--- config.mk ---
export PLATFORM = sky130hd
export DESIGN_NAME = fb_loader_flat
export DESIGN_NICKNAME = d
export VERILOG_FILES = /design/src/rtl/fb_pkg.sv /design/src/rtl/fb_loader_if.sv /design/src/rtl/fb_ram.sv /design/src/rtl/fb_loader.sv /design/src/flat_wrapper.sv
export SDC_FILE = /design/constraint.sdc
export NUM_CORES = 2
export LEC_CHECK = 0
export BUFFER_PORTS_ARGS = -buffer_cell sky130_fd_sc_hd__buf_4
export CORE_ASPECT_RATIO = 1.1
export CORE_MARGIN = 4
export CORE_UTILIZATION = 40
export DETAILED_ROUTE_END_ITERATION = 7
export PLACE_DENSITY = 0.52
export REMOVE_ABC_BUFFERS = 1
export SYNTH_ARGS = -nofsm -noshare
export SYNTH_HDL_FRONTEND = slang
export SYNTH_SLANG_ARGS = --single-unit
--- constraint.sdc ---
create_clock -name clk -period 9.52 [get_ports clk]
set_clock_uncertainty 0.2 [all_clocks]
set_input_delay 0.476 -clock clk [delete_from_list [all_inputs] [get_ports clk]]
set_output_delay 0.476 -clock clk [all_outputs]
set_load 0.02 [all_outputs]
--- src/rtl/fb_pkg.sv ---
// Shared definitions for the framebuffer loader: sizes, ACK byte, FSM encoding
// and the lane-select to nibble-position mapping.
package fb_pkg;

    localparam int ROWS_DEFAULT = 80;
    localparam int MAX_ROWS     = 128;

    localparam logic [7:0] ACK_BYTE = 8'h06;

    typedef enum logic [1:0] {
        ST_IDLE = 2'd0,
        ST_FILL = 2'd1,
        ST_ACK  = 2'd2
    } fb_state_e;

    // Low bit of the plane-0 nibble for each lane; plane 1 sits PLANE1_OFS higher.
    localparam logic [4:0] LANE0_POS  = 5'd12;
    localparam logic [4:0] LANE1_POS  = 5'd8;
    localparam logic [4:0] LANE2_POS  = 5'd4;
    localparam logic [4:0] LANE3_POS  = 5'd0;
    localparam logic [4:0] PLANE1_OFS = 5'd16;

    function automatic logic [4:0] lane_pos(input logic [1:0] lane);
        logic [4:0] pos;
        case (lane)
            2'd0:    pos = LANE0_POS;
            2'd1:    pos = LANE1_POS;
            2'd2:    pos = LANE2_POS;
            default: pos = LANE3_POS;
        endcase
        return pos;
    endfunction

    // Even byte bits feed plane 0, odd byte bits feed plane 1.
    function automatic logic [3:0] plane_bits(input logic [7:0] b, input logic plane);
        return plane ? {b[7], b[5], b[3], b[1]} : {b[6], b[4], b[2], b[0]};
    endfunction

endpackage

--- src/rtl/fb_loader_if.sv ---
// Bundle of the UART-side byte stream and display-side row read port of fb_loader.
interface fb_loader_if;
    logic [7:0]  rx_data;
    logic        rx_strobe;
    logic [7:0]  row;
    logic [31:0] pixels;
    logic [7:0]  tx_data;
    logic        tx_strobe;
    logic        frame_done;
    logic        led;

    modport master (
        output rx_data, rx_strobe, row,
        input  pixels, tx_data, tx_strobe, frame_done, led
    );

    modport slave (
        input  rx_data, rx_strobe, row,
        output pixels, tx_data, tx_strobe, frame_done, led
    );
endinterface

--- src/rtl/fb_ram.sv ---
// ROWS x 32 frame store: bit-masked write port, registered read port that
// returns 0 for out-of-range rows and old data on a same-row collision.
module fb_ram
    import fb_pkg::*;
#(
    parameter int ROWS = ROWS_DEFAULT,
    parameter int AW   = (ROWS > 1) ? $clog2(ROWS) : 1
) (
    input  logic          clk,
    input  logic          reset,
    input  logic          we,
    input  logic [AW-1:0] waddr,
    input  logic [31:0]   wdata,
    input  logic [31:0]   wmask,
    input  logic [7:0]    raddr,
    output logic [31:0]   rdata
);

    localparam logic [8:0] ROWS_LIM = 9'(ROWS);

    logic [31:0] mem [ROWS];

    // NOTE: the array has no reset branch; clearing it would turn the store into
    // flops and frame contents must survive reset anyway.
    always_ff @(posedge clk) begin
        if (we) begin
            mem[waddr] <= (mem[waddr] & ~wmask) | (wdata & wmask);
        end
    end

    always_ff @(posedge clk or posedge reset) begin
        if (reset) begin
            rdata <= '0;
        end else if ({1'b0, raddr} < ROWS_LIM) begin
            rdata <= mem[raddr[AW-1:0]];
        end else begin
            rdata <= '0;
        end
    end

endmodule

--- src/rtl/fb_loader.sv ---
// Streams UART bytes into a two-plane framebuffer, acks each complete frame.
// Optional idle-resync feature: define FB_LOADER_TIMEOUT_EN.
module fb_loader
    import fb_pkg::*;
#(
    parameter int ROWS    = ROWS_DEFAULT,
    parameter int TIMEOUT = 240000
) (
    input  logic        clk,
    input  logic        reset,
    fb_loader_if.slave  bus
);

    localparam int         AW       = (ROWS > 1) ? $clog2(ROWS) : 1;
    localparam logic [8:0] LAST_OFS = 9'(4 * ROWS - 1);

    if (ROWS < 1 || ROWS > MAX_ROWS || TIMEOUT < 1) begin : g_bad_params
        $error("fb_loader: ROWS must be 1..128 and TIMEOUT at least 1");
    end

    fb_state_e   state, state_nxt;
    logic [8:0]  offset, offset_nxt;
    logic        led_q;
    logic        timeout_hit;
    logic        we;
    logic [6:0]  wrow;
    logic [4:0]  pos;
    logic [31:0] wdata, wmask;
    logic [31:0] pix;

`ifdef FB_LOADER_TIMEOUT_EN
    localparam int            TW          = $clog2(TIMEOUT + 1);
    localparam logic [TW-1:0] TIMEOUT_CNT = TW'(TIMEOUT);

    logic [TW-1:0] idle_cnt;

    always_ff @(posedge clk or posedge reset) begin
        if (reset) begin
            idle_cnt <= '0;
        end else if (bus.rx_strobe) begin
            idle_cnt <= '0;
        end else if (idle_cnt != TIMEOUT_CNT) begin
            idle_cnt <= idle_cnt + TW'(1);
        end
    end

    assign timeout_hit = (state == ST_FILL) && !bus.rx_strobe && (idle_cnt == TIMEOUT_CNT);
`else
    assign timeout_hit = 1'b0;
`endif

    // Bytes arriving while reset is held must not reach the store.
    assign we   = bus.rx_strobe && !reset;
    assign wrow = offset[8:2];
    assign pos  = lane_pos(offset[1:0]);

    always_comb begin
        wdata = ({28'd0, plane_bits(bus.rx_data, 1'b1)} << (pos + PLANE1_OFS))
              | ({28'd0, plane_bits(bus.rx_data, 1'b0)} << pos);
        wmask = (32'h0000_000F << (pos + PLANE1_OFS)) | (32'h0000_000F << pos);
    end

    fb_ram #(.ROWS(ROWS), .AW(AW)) u_ram (
        .clk   (clk),
        .reset (reset),
        .we    (we),
        .waddr (wrow[AW-1:0]),
        .wdata (wdata),
        .wmask (wmask),
        .raddr (bus.row),
        .rdata (pix)
    );

    // NOTE: every output of this block gets a default first, so no path leaves
    // a signal unassigned and no latch is inferred.
    always_comb begin
        state_nxt      = state;
        offset_nxt     = offset;
        bus.tx_strobe  = 1'b0;
        bus.frame_done = 1'b0;
        bus.tx_data    = '0;

        case (state)
            ST_IDLE: if (bus.rx_strobe) state_nxt = ST_FILL;
            ST_FILL: if (timeout_hit)   state_nxt = ST_IDLE;
            ST_ACK: begin
                bus.tx_strobe  = 1'b1;
                bus.frame_done = 1'b1;
                bus.tx_data    = ACK_BYTE;
                state_nxt      = bus.rx_strobe ? ST_FILL : ST_IDLE;
            end
            default: state_nxt = ST_IDLE;
        endcase

        // A byte during ACK is offset 0 of the next frame, handled like any other.
        if (bus.rx_strobe) begin
            if (offset == LAST_OFS) begin
                offset_nxt = '0;
                state_nxt  = ST_ACK;
            end else begin
                offset_nxt = offset + 9'd1;
            end
        end else if (timeout_hit) begin
            offset_nxt = '0;
        end
    end

    // NOTE: state registers use non-blocking assignments so every flop samples
    // pre-edge values regardless of process ordering.
    always_ff @(posedge clk or posedge reset) begin
        if (reset) begin
            state  <= ST_IDLE;
            offset <= '0;
            led_q  <= 1'b0;
        end else begin
            state  <= state_nxt;
            offset <= offset_nxt;
            if (bus.rx_strobe) led_q <= ~led_q;
        end
    end

    assign bus.led    = led_q;
    assign bus.pixels = pix;

endmodule

--- src/flat_wrapper.sv ---
// flat-port wrapper written by rule: the top's interface ports become plain ports
module fb_loader_flat import fb_pkg::*;
#(
    parameter int ROWS    = ROWS_DEFAULT,
    parameter int TIMEOUT = 240000
)
  (clk, reset, bus_rx_data, bus_rx_strobe, bus_row, bus_pixels, bus_tx_data, bus_tx_strobe, bus_frame_done, bus_led);
  fb_loader_if bus_i ();
  input  logic clk;
  input  logic reset;
  input wire logic [$bits(bus_i.rx_data)-1:0] bus_rx_data;
  input wire logic [$bits(bus_i.rx_strobe)-1:0] bus_rx_strobe;
  input wire logic [$bits(bus_i.row)-1:0] bus_row;
  output wire logic [$bits(bus_i.pixels)-1:0] bus_pixels;
  output wire logic [$bits(bus_i.tx_data)-1:0] bus_tx_data;
  output wire logic [$bits(bus_i.tx_strobe)-1:0] bus_tx_strobe;
  output wire logic [$bits(bus_i.frame_done)-1:0] bus_frame_done;
  output wire logic [$bits(bus_i.led)-1:0] bus_led;
  assign bus_i.rx_data = bus_rx_data;
  assign bus_i.rx_strobe = bus_rx_strobe;
  assign bus_i.row = bus_row;
  assign bus_pixels = bus_i.pixels;
  assign bus_tx_data = bus_i.tx_data;
  assign bus_tx_strobe = bus_i.tx_strobe;
  assign bus_frame_done = bus_i.frame_done;
  assign bus_led = bus_i.led;
  fb_loader #(.ROWS(ROWS), .TIMEOUT(TIMEOUT)) u_core (.clk(clk), .reset(reset), .bus(bus_i));
endmodule
# Yosys cells after proc, flatten, opt, wreduce, memory -nomap -nowiden
# Memory sizes are Yosys's and may differ from the RTL's.
# Cells that the tools add are included.
word_totals:
  reg_bits: 44
  latch_bits: 0
  ramBits: 2560
  mem_bits_ro: 0
  in_bits: 19
  output_inout_bits: 43
  word_cells: 40
  memories: 1
mem_list:
  columns: ["memory", "depth", "width", "rd", "rd_ports_with_merged_regs", "write_ports", "line_no", "text"]
  rows:
  - ["u_core.u_ram.mem", 80, 32, 2, 0, 1, "fb_ram.sv:21", "logic [31:0] mem [ROWS];"]
op_classes:
  n_addsub: 2
  n_mul: 0
  n_div: 0
  order_cmp: 1
  n_eq_ne: 5
  shift: 4
  mux: 12
  bitwise: 7
  reduce_logical: 4
op_table:
  columns: ["op", "n"]
  rows:
  - ["32-bit OR", 3]
  - ["32-bit AND", 2]
  - ["32-bit 2-to-1 mux", 1]
  - ["32-bit NOT", 1]
  - ["4-bit by 4-bit << shifter with 32-bit output", 1]
  - ["4-bit by 4-bit << shifter with 32-bit output (first input constant)", 1]
  - ["4-bit by 5-bit << shifter with 32-bit output", 1]
  - ["4-bit by 5-bit << shifter with 32-bit output (first input constant)", 1]
  - ["4-bit case mux with 3 select lines", 1]
  - ["9-bit by 1-bit adder with 9-bit output (second input constant)", 1]
  - ["9-bit equality test (second input constant)", 1]
  - ["9-bit 2-to-1 mux", 1]
  - ["8-bit by 7-bit less-than comparator with 1-bit output (second input constant)", 1]
  - ["2-bit 2-to-1 mux", 3]
  - ["2-bit case mux with 3 select lines", 1]
  - ["4-bit by 5-bit adder with 5-bit output (second input constant)", 1]
  - ["2-bit by 1-bit equality test with 1-bit output (second input constant)", 2]
  - ["2-bit equality test (second input constant)", 2]
  - ["2-bit logical NOT", 2]
  - ["1-bit 2-to-1 mux", 4]
  - ["3-bit 2-to-1 mux", 1]
  - ["1-bit logical AND", 1]
  - ["1-bit logical NOT", 1]
  - ["1-bit NOT", 1]

# Depth between registers and ports, before layout
logic_depth:
  ltp_word: 8
  depth_mapped: 12
  depth_no_buf: 8

# By module
# Synthesis repeated with hierarchy kept, for this count alone.
unflattened:
  hier_cells: 6853
  hier_area_um2: 121023.6
modules_own_cells:
  columns: ["module", "n_inst", "cells_each", "area_each_um2", "seq_area_each_um2"]
  rows:
  - ["fb_ram", 1, 6742, 120077.7, 77674.5]
  - ["fb_loader", 1, 111, 945.9, 300.3]

# Worst setup path before layout
# Ideal clock, no wire load.
synth_path:
  path_type: "reg2reg"
  start: "register u_core.offset[2]"
  end: "memory u_core.u_ram.mem[0][17] (data pin)"
  setup_time_ns: 0.854
  t_arrival_ns: 5.189
  t_required_ns: 8.466
  setup_slack_ns: 3.276
  path_stages_with_launch: 10
  path_cell_list: "dfrtp_1 buf_6 buf_6 buf_6 nor3b_1 clkbuf_1 nand2_1 a31oi_1 a21oi_1 o311ai_1"
synth_via:
  elab_chain_len: 3
synth_lines:
  columns: ["element", "line_no", "text"]
  rows:
  - ["start, declared", "fb_loader.sv:22", "logic [8:0] offset, offset_nxt;"]
  - ["start signal, assigned", "fb_loader.sv:117", "offset <= offset_nxt;"]
  - ["memory read 80 x 32 bit", null, null]
  - ["32-bit AND", "fb_ram.sv:27", "mem[waddr] <= (mem[waddr] & ~wmask) | (wdata & wmask);"]
  - ["32-bit OR", "fb_ram.sv:27", null]
  - ["end, declared", "fb_ram.sv:21", null]
# No other way between the ends.

# Final worst setup path
layout_path:
  start: "register u_core.offset[3]"
  end: "memory u_core.u_ram.mem[26][19] (data pin)"
# Same word-level chain as after synthesis.

==> impl_metrics.toml <==
[status]
status = "completed"

[timing]
tns_ns = 0
post-route-period-util = 0.661
hold_violations = 0
finalSetupViolations = 0
whs_ns = 0.184
slew_headroom = 0.0427
maxSlewViolCount = 0
tightest_slew_ns = 1.44
fin_crit_ns = 6.29
rsz0062_at_grt = "false"
fmax_ghz = 0.159

[setup_path]
r2r_cells = 10
critPathKind = "flop to flop"
timing.rr.end = "u_core.u_ram.mem[26][19]$_DFFE_PP_"
ff2ff_setup_slack_ns = 3.23
arrival_ns = 6.70
startpoint_type = "flop"
required_ns = 9.93
crit_start = "u_core.offset[3]$_DFFE_PP0P_"
cp-endpoint = "u_core.u_ram.mem[26][19]$_DFFE_PP_"
worstReg2RegStart = "u_core.offset[3]$_DFFE_PP0P_"
critical_path_peak_fanout = 48
crit_path_end_kind = "flop"

[synthesis]
synth.most_common_cell = "edfxtp_1"
synth_edf_count = 2560
seq_area_frac_synth = 0.645
yosysTopAreaCellShare = 0.636
synthFlopType = "edfxtp_1"
synth_area_leaders = "edfxtp_1 (64%), mux4_2 (20%), mux2i_1 (3.0%), mux2_2 (1.6%), a221oi_1 (1.4%)"
synth_top_area_cell = "edfxtp_1"
synthTopCellsByCount = "edfxtp_1 (2560), mux4_2 (1062), mux2i_1 (358)"
synth_cell_type_count = 78
yosysWarnings = 0
async_flop_share = 0.0169
syn_area_mm2 = 0.121
synth.avg_cell_area_um2 = 18.8
synth-seq-cells = 2604
synthCells = 6441

[grt]
grt_pass1_wl_mm = 643
grtUsageTotal = 0.300
grt_max_degree = 96
antenna_found_initial = 32
grt_pass1_vias = 73900
grt-ovfl-total = 0

[cts]
cts_root_buf = "clkbuf_16"
ctsHoldBuffers = 4
cts_tree = "built"
cts_setup_buffers = 0
clk_path_buf_depth = 4
clkSlewWorstSetupHoldPaths_ns = 0.06
clock_sinks = 2604
numCtsBuffers = 283
post_cts_resized = 0
htreeDepth = 5
worstSkewPairLatency_ns = 0.89

[routing]
drt_iter0_markers = 11200
detail_route.wl_per_cell_um = 44.4
drt-pass1-iter-count = 8
num_vias = 75200
drc_errors = 0
wirelength_mm = 476
antenna_left = 0
vias_per_cell = 7.01

[finish]
nets = 6594
fin_util = 0.453
drive_above_1_share = 0.316
area_growth_syn_to_layout_pct = 12.5

[die]
rows = 211
fp.coreArea_mm2 = 0.300
die_h_um = 584
io_pins = 62
die_w_um = 532
start_util = 0.402
dieArea_mm2 = 0.311

[placement]
place.gp.congestion = 0.874
dp_hpwl_mm = 279
port_buffers = 55

[min_path]
hold_path_class = "primary input to flop"
hold_depth = 4

[power]
ir_drop_mv = 0.315
power_density_mw_per_mm2 = 334
p_leak_uw = 0.0430

[flow_run]
cap_violations = 0
## final cells by class
class,count,area (um^2)
flip-flops and latches,2604,78000
diodes,16,40.0
multi-input cells,3249,40900
inverters,43,183
repair buffers,387,3210
fillers,25400,164000
well taps,3940,4930
clock buffers,366,7610
clock inverters,122,1140
## cells by family after synthesis
family | after synthesis | synth area share
flip-flops | 2604 | 0.645
multiplexers | 1596 | 0.244
AO/OA/AOI/OAI | 1045 | 0.0637
buffers and inverters | 593 | 0.0242
AND/OR/NAND/NOR | 589 | 0.0216
adder cells (fa/ha/maj) | 7 | 0.000725
XOR/XNOR | 6 | 0.000435
other | 1 | 0.0000310
## through the flow
step	instance area (um^2)	total power [uW]	setup slack [ns]	std cells
floorplan	118000	27700	-22.84	5896
global placement	127000	34200	3.39	10200
detailed placement	127000	34500	3.49	10200
CTS	136000	45200	3.47	10700
global route	136000	46700	3.15	10700
finish	136000	45500	3.23	10700
## critical path, cell delays in order, from the launching register on
cell and delay, ns:
dfrtp_4 0.93, buf_4 0.63, nor2b_4 0.27, buf_4 0.56, buf_4 0.63, a221oi_1 0.19
o22ai_1 0.21, a21oi_1 0.10, a311oi_1 1.00, a211o_2 0.64, buf_4 0.51
## layer usage
metal | wire length, um | track usage | vias to the layer above | part of all wire
li1 | - | - | 28000 | -
met1 | 177000 | 0.396 | 40800 | 0.37
met2 | 221000 | 0.470 | 5321 | 0.46
met3 | 53500 | 0.0742 | 1041 | 0.11
met4 | 25300 | 0.140 | 14 | 0.053
met5 | 82 | 0 | - | 0.00017
## power by group
| group | total (uW) | internal (uW) | leakage [uW] | switching (uW) |
|---|---|---|---|---|
| registers | 18000 | 17700 | 0.0238 | 251 |
| clock network | 10800 | 6200 | 0.00428 | 4600 |
| logic | 16700 | 4300 | 0.0150 | 12400 |
## registers in the layout, indices dropped and copies added, names as in the netlist
register / cells
u_core.state: 2
u_core.bus.led: 1
u_core.u_ram.mem: 2560
u_core.u_ram.rdata: 32
u_core.offset: 9
## layout by cell type, fill, tap and decap left out, types with 39 or more instances in the layout
cell / n
a21oi_1: 161
a221oi_1: 198
a22oi_1: 150
buf_4: 355
clkbuf_1: 70
clkbuf_16: 291
clkinv_1: 49
clkinv_2: 39
dfrtp_1: 39
edfxtp_1: 2560
mux2_2: 175
mux2i_1: 358
mux4_2: 1062
nand2_1: 203
nand3_1: 49
nor2_1: 120
nor2_4: 84
o21ai_0: 112
o221ai_1: 66
o22ai_1: 81
o2bb2ai_1: 47
## worst min path at each step
stage | from | endpoint
finish | bus_row[5] | u_core.u_ram.rdata[25]$_DFF_PP0_
global route | bus_row[5] | u_core.u_ram.rdata[20]$_DFF_PP0_
CTS | bus_row[5] | u_core.u_ram.rdata[25]$_DFF_PP0_
detailed placement | u_core.bus.led$_DFFE_PP0P_ | u_core.bus.led$_DFFE_PP0P_
global placement | u_core.bus.led$_DFFE_PP0P_ | u_core.bus.led$_DFFE_PP0P_
floorplan | u_core.state[1]$_DFF_PP0_ | u_core.state[0]$_DFF_PP0_
No activity file was read; power rests on OpenSTA's default activity.
